--- config.mk ---
export PLATFORM = sky130hd
export DESIGN_NAME = pattern_filler
export DESIGN_NICKNAME = d
export VERILOG_FILES = /design/src/rtl/pattern_filler.sv
export SDC_FILE = /design/constraint.sdc
export NUM_CORES = 1
export LEC_CHECK = 0
export CAP_MARGIN = 15
export CORE_ASPECT_RATIO = 2
export CORE_MARGIN = 5
export CORE_UTILIZATION = 60
export CTS_CLUSTER_DIAMETER = 100
export DETAILED_ROUTE_END_ITERATION = 10
export DONT_BUFFER_PORTS = 1
export GPL_ROUTABILITY_DRIVEN = 0
export GPL_TIMING_DRIVEN = 1
export PLACE_DENSITY = 0.76
export SLEW_MARGIN = 15
export SYNTH_ARGS = -nofsm -noshare
export SYNTH_HDL_FRONTEND = slang
export SYNTH_SLANG_ARGS = --single-unit
--- constraint.sdc ---
create_clock -name clk -period 4.7 [get_ports clk]
set_clock_uncertainty 0.1 [all_clocks]
set_input_delay 0.47 -clock clk [delete_from_list [all_inputs] [get_ports clk]]
set_output_delay 0.47 -clock clk [all_outputs]
set_load 0.01 [all_outputs]
--- src/rtl/pattern_filler.sv ---
// rtl/pattern_filler.sv - LED panel frame-buffer test-pattern generator
//
// Fills the write half of a double-buffered frame memory with one frame of a
// selectable test pattern. When the frame is done, the block hands that half
// to the scan engine through the selected_buffer/actual_buffer handshake.
//
// Ports:
//   clk             - single clock, rising edge
//   rst             - asynchronous reset, active low
//   run             - 1: generate frames; 0: stop at the next frame boundary
//   trigger         - active-low request to advance to the next pattern
//   actual_buffer   - buffer index the scan engine is currently displaying
//   wr_addr         - pixel write address {row, col}
//   wr_data         - pixel data {blue, green, red}
//   wr_ena          - write strobe, one cycle per pixel
//   selected_buffer - buffer being filled / offered for display
//   mode            - active pattern (0 red, 1 green, 2 blue, 3 white,
//                     4 sweep, 5 gradient)
module pattern_filler #(
  parameter int ROW_BITS   = 5,
  parameter int COL_BITS   = 6,
  parameter int CDW        = 8,
  parameter int STEP       = 1,
  parameter int MODE_RESET = 0
) (
  input  logic                         clk,
  input  logic                         rst,
  input  logic                         run,
  input  logic                         trigger,
  input  logic                         actual_buffer,
  output logic [ROW_BITS+COL_BITS-1:0] wr_addr,
  output logic [3*CDW-1:0]             wr_data,
  output logic                         wr_ena,
  output logic                         selected_buffer,
  output logic [2:0]                   mode
);

  localparam int AW = ROW_BITS + COL_BITS;

  typedef enum logic [1:0] {
    S_IDLE,
    S_WRITE,
    S_NEXT,
    S_WAIT
  } state_t;

  state_t           state_q, state_d;
  logic [AW-1:0]    addr_q, addr_d;
  logic [3*CDW-1:0] data_q, data_d;
  logic             ena_q, ena_d;
  logic             sel_q, sel_d;
  logic [2:0]       mode_q, mode_d;
  logic             pending_q, pending_d;
  logic [CDW-1:0]   level_q, level_d;
  logic [AW-1:0]    sweep_q, sweep_d;

  logic [CDW:0]     level_sum;
  logic [AW-1:0]    sweep_next;
  logic [AW-1:0]    addr_inc;
  logic             cycle_done;
  logic             load;

  // Pixel colour for a given pattern state and address.
  function automatic logic [3*CDW-1:0] pixel(
    input logic [2:0]     m,
    input logic [CDW-1:0] lv,
    input logic [AW-1:0]  sw,
    input logic [AW-1:0]  a
  );
    logic [CDW-1:0] r, g, b, col_s, row_s;
    // Column and row are scaled up to full colour range for the gradient.
    col_s = CDW'(a[COL_BITS-1:0]) << (CDW - COL_BITS);
    row_s = CDW'(a[AW-1:COL_BITS]) << (CDW - ROW_BITS);
    r = '0;
    g = '0;
    b = '0;
    case (m)
      3'd0: r = lv;
      3'd1: g = lv;
      3'd2: b = lv;
      3'd3: begin
        r = lv;
        g = lv;
        b = lv;
      end
      3'd4: begin
        if (a == sw) begin
          r = '1;
          g = '1;
          b = '1;
        end
      end
      3'd5: begin
        r = col_s + lv;
        g = row_s;
        b = lv;
      end
      default: ;
    endcase
    return {b, g, r};
  endfunction

  always_comb begin
    state_d    = state_q;
    addr_d     = addr_q;
    data_d     = data_q;
    sel_d      = sel_q;
    mode_d     = mode_q;
    level_d    = level_q;
    sweep_d    = sweep_q;
    // A request is remembered until a cycle-complete handover consumes it.
    pending_d  = pending_q | ~trigger;
    load       = 1'b0;

    level_sum  = {1'b0, level_q} + (CDW+1)'(STEP);
    sweep_next = sweep_q + 1'b1;
    addr_inc   = addr_q + 1'b1;
    // Only the counter that drives the visible pattern defines a cycle end.
    cycle_done = (mode_q == 3'd4) ? (sweep_next == '0) : level_sum[CDW];

    case (state_q)
      S_IDLE: begin
        if (run) begin
          state_d = S_WRITE;
          addr_d  = '0;
          load    = 1'b1;
        end
      end
      S_WRITE: begin
        state_d = S_NEXT;
      end
      S_NEXT: begin
        addr_d  = addr_inc;
        load    = 1'b1;
        state_d = (addr_inc == '0) ? S_WAIT : S_WRITE;
      end
      S_WAIT: begin
        if (actual_buffer == sel_q) begin
          sel_d   = ~sel_q;
          addr_d  = '0;
          load    = 1'b1;
          level_d = level_sum[CDW-1:0];
          sweep_d = sweep_next;
          if (cycle_done && pending_q) begin
            mode_d    = (mode_q == 3'd5) ? 3'd0 : mode_q + 3'd1;
            // A trigger still held low here starts a fresh request.
            pending_d = ~trigger;
            level_d   = '0;
            sweep_d   = '0;
          end
          state_d = run ? S_WRITE : S_IDLE;
        end
      end
      default: state_d = S_IDLE;
    endcase

    ena_d = (state_d == S_WRITE);
    // Data is computed from the post-update pattern state so that the first
    // pixel of a new frame already reflects a mode or level change.
    if (load) begin
      data_d = pixel(mode_d, level_d, sweep_d, addr_d);
    end
  end

  always_ff @(posedge clk or negedge rst) begin
    if (!rst) begin
      state_q   <= S_IDLE;
      addr_q    <= '0;
      data_q    <= '0;
      ena_q     <= 1'b0;
      sel_q     <= 1'b0;
      mode_q    <= 3'(MODE_RESET);
      pending_q <= 1'b0;
      level_q   <= '0;
      sweep_q   <= '0;
    end else begin
      state_q   <= state_d;
      addr_q    <= addr_d;
      data_q    <= data_d;
      ena_q     <= ena_d;
      sel_q     <= sel_d;
      mode_q    <= mode_d;
      pending_q <= pending_d;
      level_q   <= level_d;
      sweep_q   <= sweep_d;
    end
  end

  assign wr_addr         = addr_q;
  assign wr_data         = data_q;
  assign wr_ena          = ena_q;
  assign selected_buffer = sel_q;
  assign mode            = mode_q;

endmodule

Word level (Yosys, flattened, before mapping). Cells that the tools add are included.

Bits in registers: 62. Input bits: 5. Word-level logic and storage cells: 68.

Add/sub/neg operators: 5. Equality and inequality tests: 13. Mux-type cells: 29. Bitwise logic cells: 3. Reductions and logical operators: 9.

Operator list (number): 11-bit 2-to-1 mux (5); 8-bit case mux with 3 select lines (2); 11-bit case mux with 3 select lines (1); 8-bit 2-to-1 mux (4); 11-bit by 1-bit adder with 11-bit output (second input constant) (2); 11-bit logical NOT (2); 8-bit case mux with 2 select lines (1); 3-bit equality test (second input constant) (4); 3-bit 2-to-1 mux (4); 11-bit equality test (1); 8-bit by 1-bit adder with 9-bit output (second input constant) (1); 8-bit adder (1); 2-bit case mux with 4 select lines (1); 1-bit 2-to-1 mux (7); 3-bit by 2-bit equality test with 1-bit output (second input constant) (2); 2-bit 2-to-1 mux (3); 2-bit by 1-bit equality test with 1-bit output (second input constant) (2); 2-bit equality test (second input constant) (2); 2-bit OR reduction (2); 3-bit by 1-bit adder with 3-bit output (second input constant) (1); 3-bit by 1-bit equality test with 1-bit output (second input constant) (1); 3-bit logical NOT (1); 1-bit case mux with 3 select lines (1); 3-bit OR reduction (1); 6 further kinds (7).

Depth between registers and ports, before layout.
Word-level depth: 10. Mapped depth: 19.

Worst setup path before layout. OpenSTA, ideal clock, no wires.

Path kind: reg-to-reg. Start point: reg sweep_q[0]. End point: reg data_q[7], in the netlist wr_data[7]. Arrival: 3.851 ns. Data required time: 4.470 ns. Setup slack: 0.619 ns. Cell stages (with the launch flop): 20. Path buffers: 2. Clock period less this slack: 4.081 ns. Cell sequence: dfrtp_1 ha_1 buf_2 xnor2_1 a31oi_1 or3b_1 a2111oi_4 a21o_1 clkbuf_1 or2_2 inv_1 ha_1 a21o_1 a21oi_1 o21bai_1 a21oi_1 xnor2_1 nor2b_1 o221ai_1 nand3_1.

Elaborated cells on any way between the ends: 22. Classes of those cells: 2 x add/sub; 4 x eq/ne; 12 x mux; 4 x reduce/logical.

RTL lines: start, declared (RTL line 55) `logic [AW-1:0] sweep_q, sweep_d;`; start signal, assigned (RTL line 185) `sweep_q <= sweep_d;`; 11-bit by 1-bit adder with 11-bit output (RTL line 116) `sweep_next = sweep_q + 1'b1;`; 11-bit logical NOT (RTL line 119) `cycle_done = (mode_q == 3'd4) ? (sweep_next == '0) : level_sum[CDW];`; 1-bit 2-to-1 mux (RTL line 119); 1-bit logical AND (RTL line 144) `if (cycle_done && pending_q) begin`; 8-bit 2-to-1 mux (RTL line 144); 8-bit 2-to-1 mux (RTL line 138) `if (actual_buffer == sel_q) begin`; 8-bit 2-to-1 mux (RTL line 121) `case (state_q)`; net level_d[3] (RTL line 54) `logic [CDW-1:0] level_q, level_d;`; 8-bit adder (RTL line 94) `r = col_s + lv;`; 8-bit case mux with 3 select lines (RTL line 77) `case (m)`; end signal, assigned (RTL line 179) `data_q <= data_d;`; end, declared (RTL line 49) `logic [3*CDW-1:0] data_q, data_d;`.

The timed path passes the listed nets, and every way through them passes these cells. A chain may end at the register's enable or synchronous reset.

Final worst setup path. Same ends and word-level chain as after synthesis.

==> results by group <==
STA
  • Slew @ Worst Pin: 985 ps
  • Period utilisation layout: 92.6%
  • Fmax: 0.230 GHz
  • Total Neg Setup Slack: 0 ps
  • Final Hold Viols: 0
  • Worst Slack Setup Final: 349 ps
  • Setup Viol. Count Final: 0
  • Min cycle time layout: 4350 ps
  • Max-slew headroom: 34.2%
  • RSZ-0062 raised after global routing: false
  • Slew Limit Fails: 0

Setup path
  • Worst EP required: 4800 ps
  • Startpoint Class: flop
  • Crit path max fanout: 14
  • Worst reg2reg startpoint: sweep_q[0]
  • RR Endpoint: wr_data[7]
  • R2r setup slk: 350 ps
  • R2R cell count: 17
  • Crit path DAT: 4450 ps
  • CP Class: reg2reg
  • CP endpoint kind: flop

Power
  • Lkg Pwr: 0.00202 uW
  • PwrDens: 509 nW/um^2
  • Total power: 2200 uW
  • Max VDD drop: 0.309 mV

Layout
  • Commonest cells after routing, fill and taps aside: dfrtp_1, nand2_1, nor2_1
  • Most common cell after layout, fill and taps aside: dfrtp_1
  • Util after Layout: 66.3%
  • Nets@finish: 448
  • Layout cells sized above 1: 14.4%
  • Final antenna diode count: 0
  • Area delta synth->final: 9.06%

Synthesis
  • Syn Nets: 456
  • Share of the synthesized area in the top cell type: 39.2%
  • Number of flops mapped to enable cells by yosys: 0
  • Synthesized instance count: 440
  • Area leader, netlist: dfrtp_1
  • Syn_area_per_cell: 9.01 sq um
  • Yosys reg bits: 62
  • Post-synth cell types: 72
  • Top FF cell, synth: dfrtp_1
  • Sequential area share after synthesis: 39.2%
  • Dominant cells by area after synthesis: dfrtp_1, nand2_1, xnor2_1, nor2_1, nand3_2
  • YS warnings: 0
  • Mapped cell area: 3960 sq um
  • Post-synthesis async set-or-reset flop share: 100%

Worst hold path
  • Hold path start: trigger
  • Worst hold stages: 1
  • Hold EP: pending_q
  • Type of the worst min-delay path: in2reg

CTS
  • H-tree Lvls: 3
  • Clk_lat worst skew: 330 ps
  • Clock sinks: 62
  • # hold bufs at CTS: 2
  • Post-CTS Resized: 0
  • CTS tree: yes
  • Clock-pin slew of the registers on the worst-case setup and hold paths: 50 ps
  • Clk root buf: clkbuf_16
  • Num CTS Buffers: 9
  • Setup repair bufs after CTS: 0
  • Max clock buf depth: 2

Detailed routing
  • Per-cell routed wire length: 19.0 microns
  • Drt initial violations: 297
  • Via count: 3377
  • Antenna-violating nets left: 0
  • DRC: 0
  • Detailed-route vias per instance: 6.43
  • Post-Route WL: 9990 microns
  • Drt pass-1 iters: 5

Status
  • Status: finished clean

Flow run
  • Max_cap viols: 0

Floorplanning
  • Vert. Die Dim: 125 microns
  • Die area: 8430 sq um
  • FP Rows: 42
  • Chip width: 67.5 microns
  • Starting Density: 60.8%
  • Core ar.: 6520 sq um
  • Ports: 45

Global routing
  • Grt total ovfl: 0
  • Number of global-route vias before repair: 3422
  • Largest net degree at the start of global routing: 63
  • Gr usage total: 25.6%
  • Antenna violations before repair: 0
  • Global-route wire length before repair: 16600 microns

Placement
  • Placement Setup Slack: 433 ps
  • IO buf count: 0
  • Dpl hpwl: 7410 microns
==> cell families after synthesis <==
logic type	count (synthesis)	share of synthesized area, %
compound gates	86	16.0
simple gates	196	26.7
fa+ha+maj	11	3.66
mux	5	1.33
xor+xnor	33	7.48
flops	62	39.2
buf+inv	47	5.68
==> routing by layer <==
layer / share of wire [%] / track usage (%) / vias up / wire length [microns]
li1: - / - / 1552 / -
met3: 7.0 / 6.55 / 45 / 696
met5: 0 / 0 / - / 0
met1: 37 / 29.6 / 1621 / 3750
met4: 5.6 / 14.6 / 0 / 556
met2: 50 / 41.5 / 159 / 4990
==> where the power goes <==
group	switching (uW)	leakage [uW]	internal (uW)	total (uW)
Clock	236	0.000145	441	676
Combinational	462	0.00105	274	735
Sequential	161	0.000823	626	787
==> through the flow <==
| step | area [sq um] | hold slack (ps) | std cells |
|---|---|---|---|
| finish | 4320 | 113 | 525 |
| global route | 4320 | 116 | 525 |
| CTS | 4320 | 109 | 525 |
| floorplan | 3960 | 74.4 | 440 |
| global placement | 3970 | 76.5 | 507 |
| detailed placement | 3970 | 76.3 | 507 |
==> critical path, stage by stage, from the launching register on <==
cell and delay, ps:
dfrtp_1 480, ha_1 370, xnor2_1 160, a31oi_1 110
or3b_1 430, a2111oi_4 330, a21o_1 430, or2_2 220
inv_1 90, ha_1 280, a21o_1 150, a21oi_1 220
o21bai_1 90, a21oi_1 190, xnor2_1 170, nor2_1 80
o221ai_1 210, nand3_1 100
==> how the worst max path moves through the flow <==
stage | to | cells past startpoint | slack, ps | from
after CTS | wr_data[7] | 17 | 420 | sweep_q[0]
after floorplan | wr_data[7] | 19 | 620 | sweep_q[0]
after global routing | wr_data[7] | 17 | 70 | sweep_q[0]
final | wr_data[7] | 17 | 350 | sweep_q[0]
after global placement | wr_data[7] | 17 | 640 | sweep_q[0]
after detailed placement | wr_data[7] | 17 | 430 | sweep_q[0]
==> sequential cells by signal, summed over array words and instances, names as in the netlist <==
signal	cells
level_q	8
mode	3
pending_q	1
selected_buffer	1
state_q	2
sweep_q	11
wr_addr	11
wr_data	24
wr_ena	1
==> final cells by class <==
class | instances | area, sq um
multi-input cells | 331 | 2190
fillers | 549 | 2190
clock inverters | 4 | 53.8
clock buffers | 12 | 256
flip-flops and latches | 62 | 1550
repair buffers | 8 | 82.6
inverters | 20 | 75.1
well taps | 88 | 110
==> synth_stat cells, types with 6 or more instances <==
cell / n
o21ai_0: 15
nand4_1: 7
nor3_1: 12
and3_1: 10
a31oi_1: 7
xnor2_1: 21
nor2_1: 36
xor2_1: 11
ha_1: 10
nand2_1: 51
a21oi_1: 8
o32ai_1: 6
inv_1: 20
nand2_2: 10
clkbuf_1: 12
a22oi_1: 8
buf_2: 8
dfrtp_1: 62
nand3_2: 13
or3_1: 6
nand3_1: 22
or2_2: 7
No activity file was read; power rests on OpenSTA's default activity.
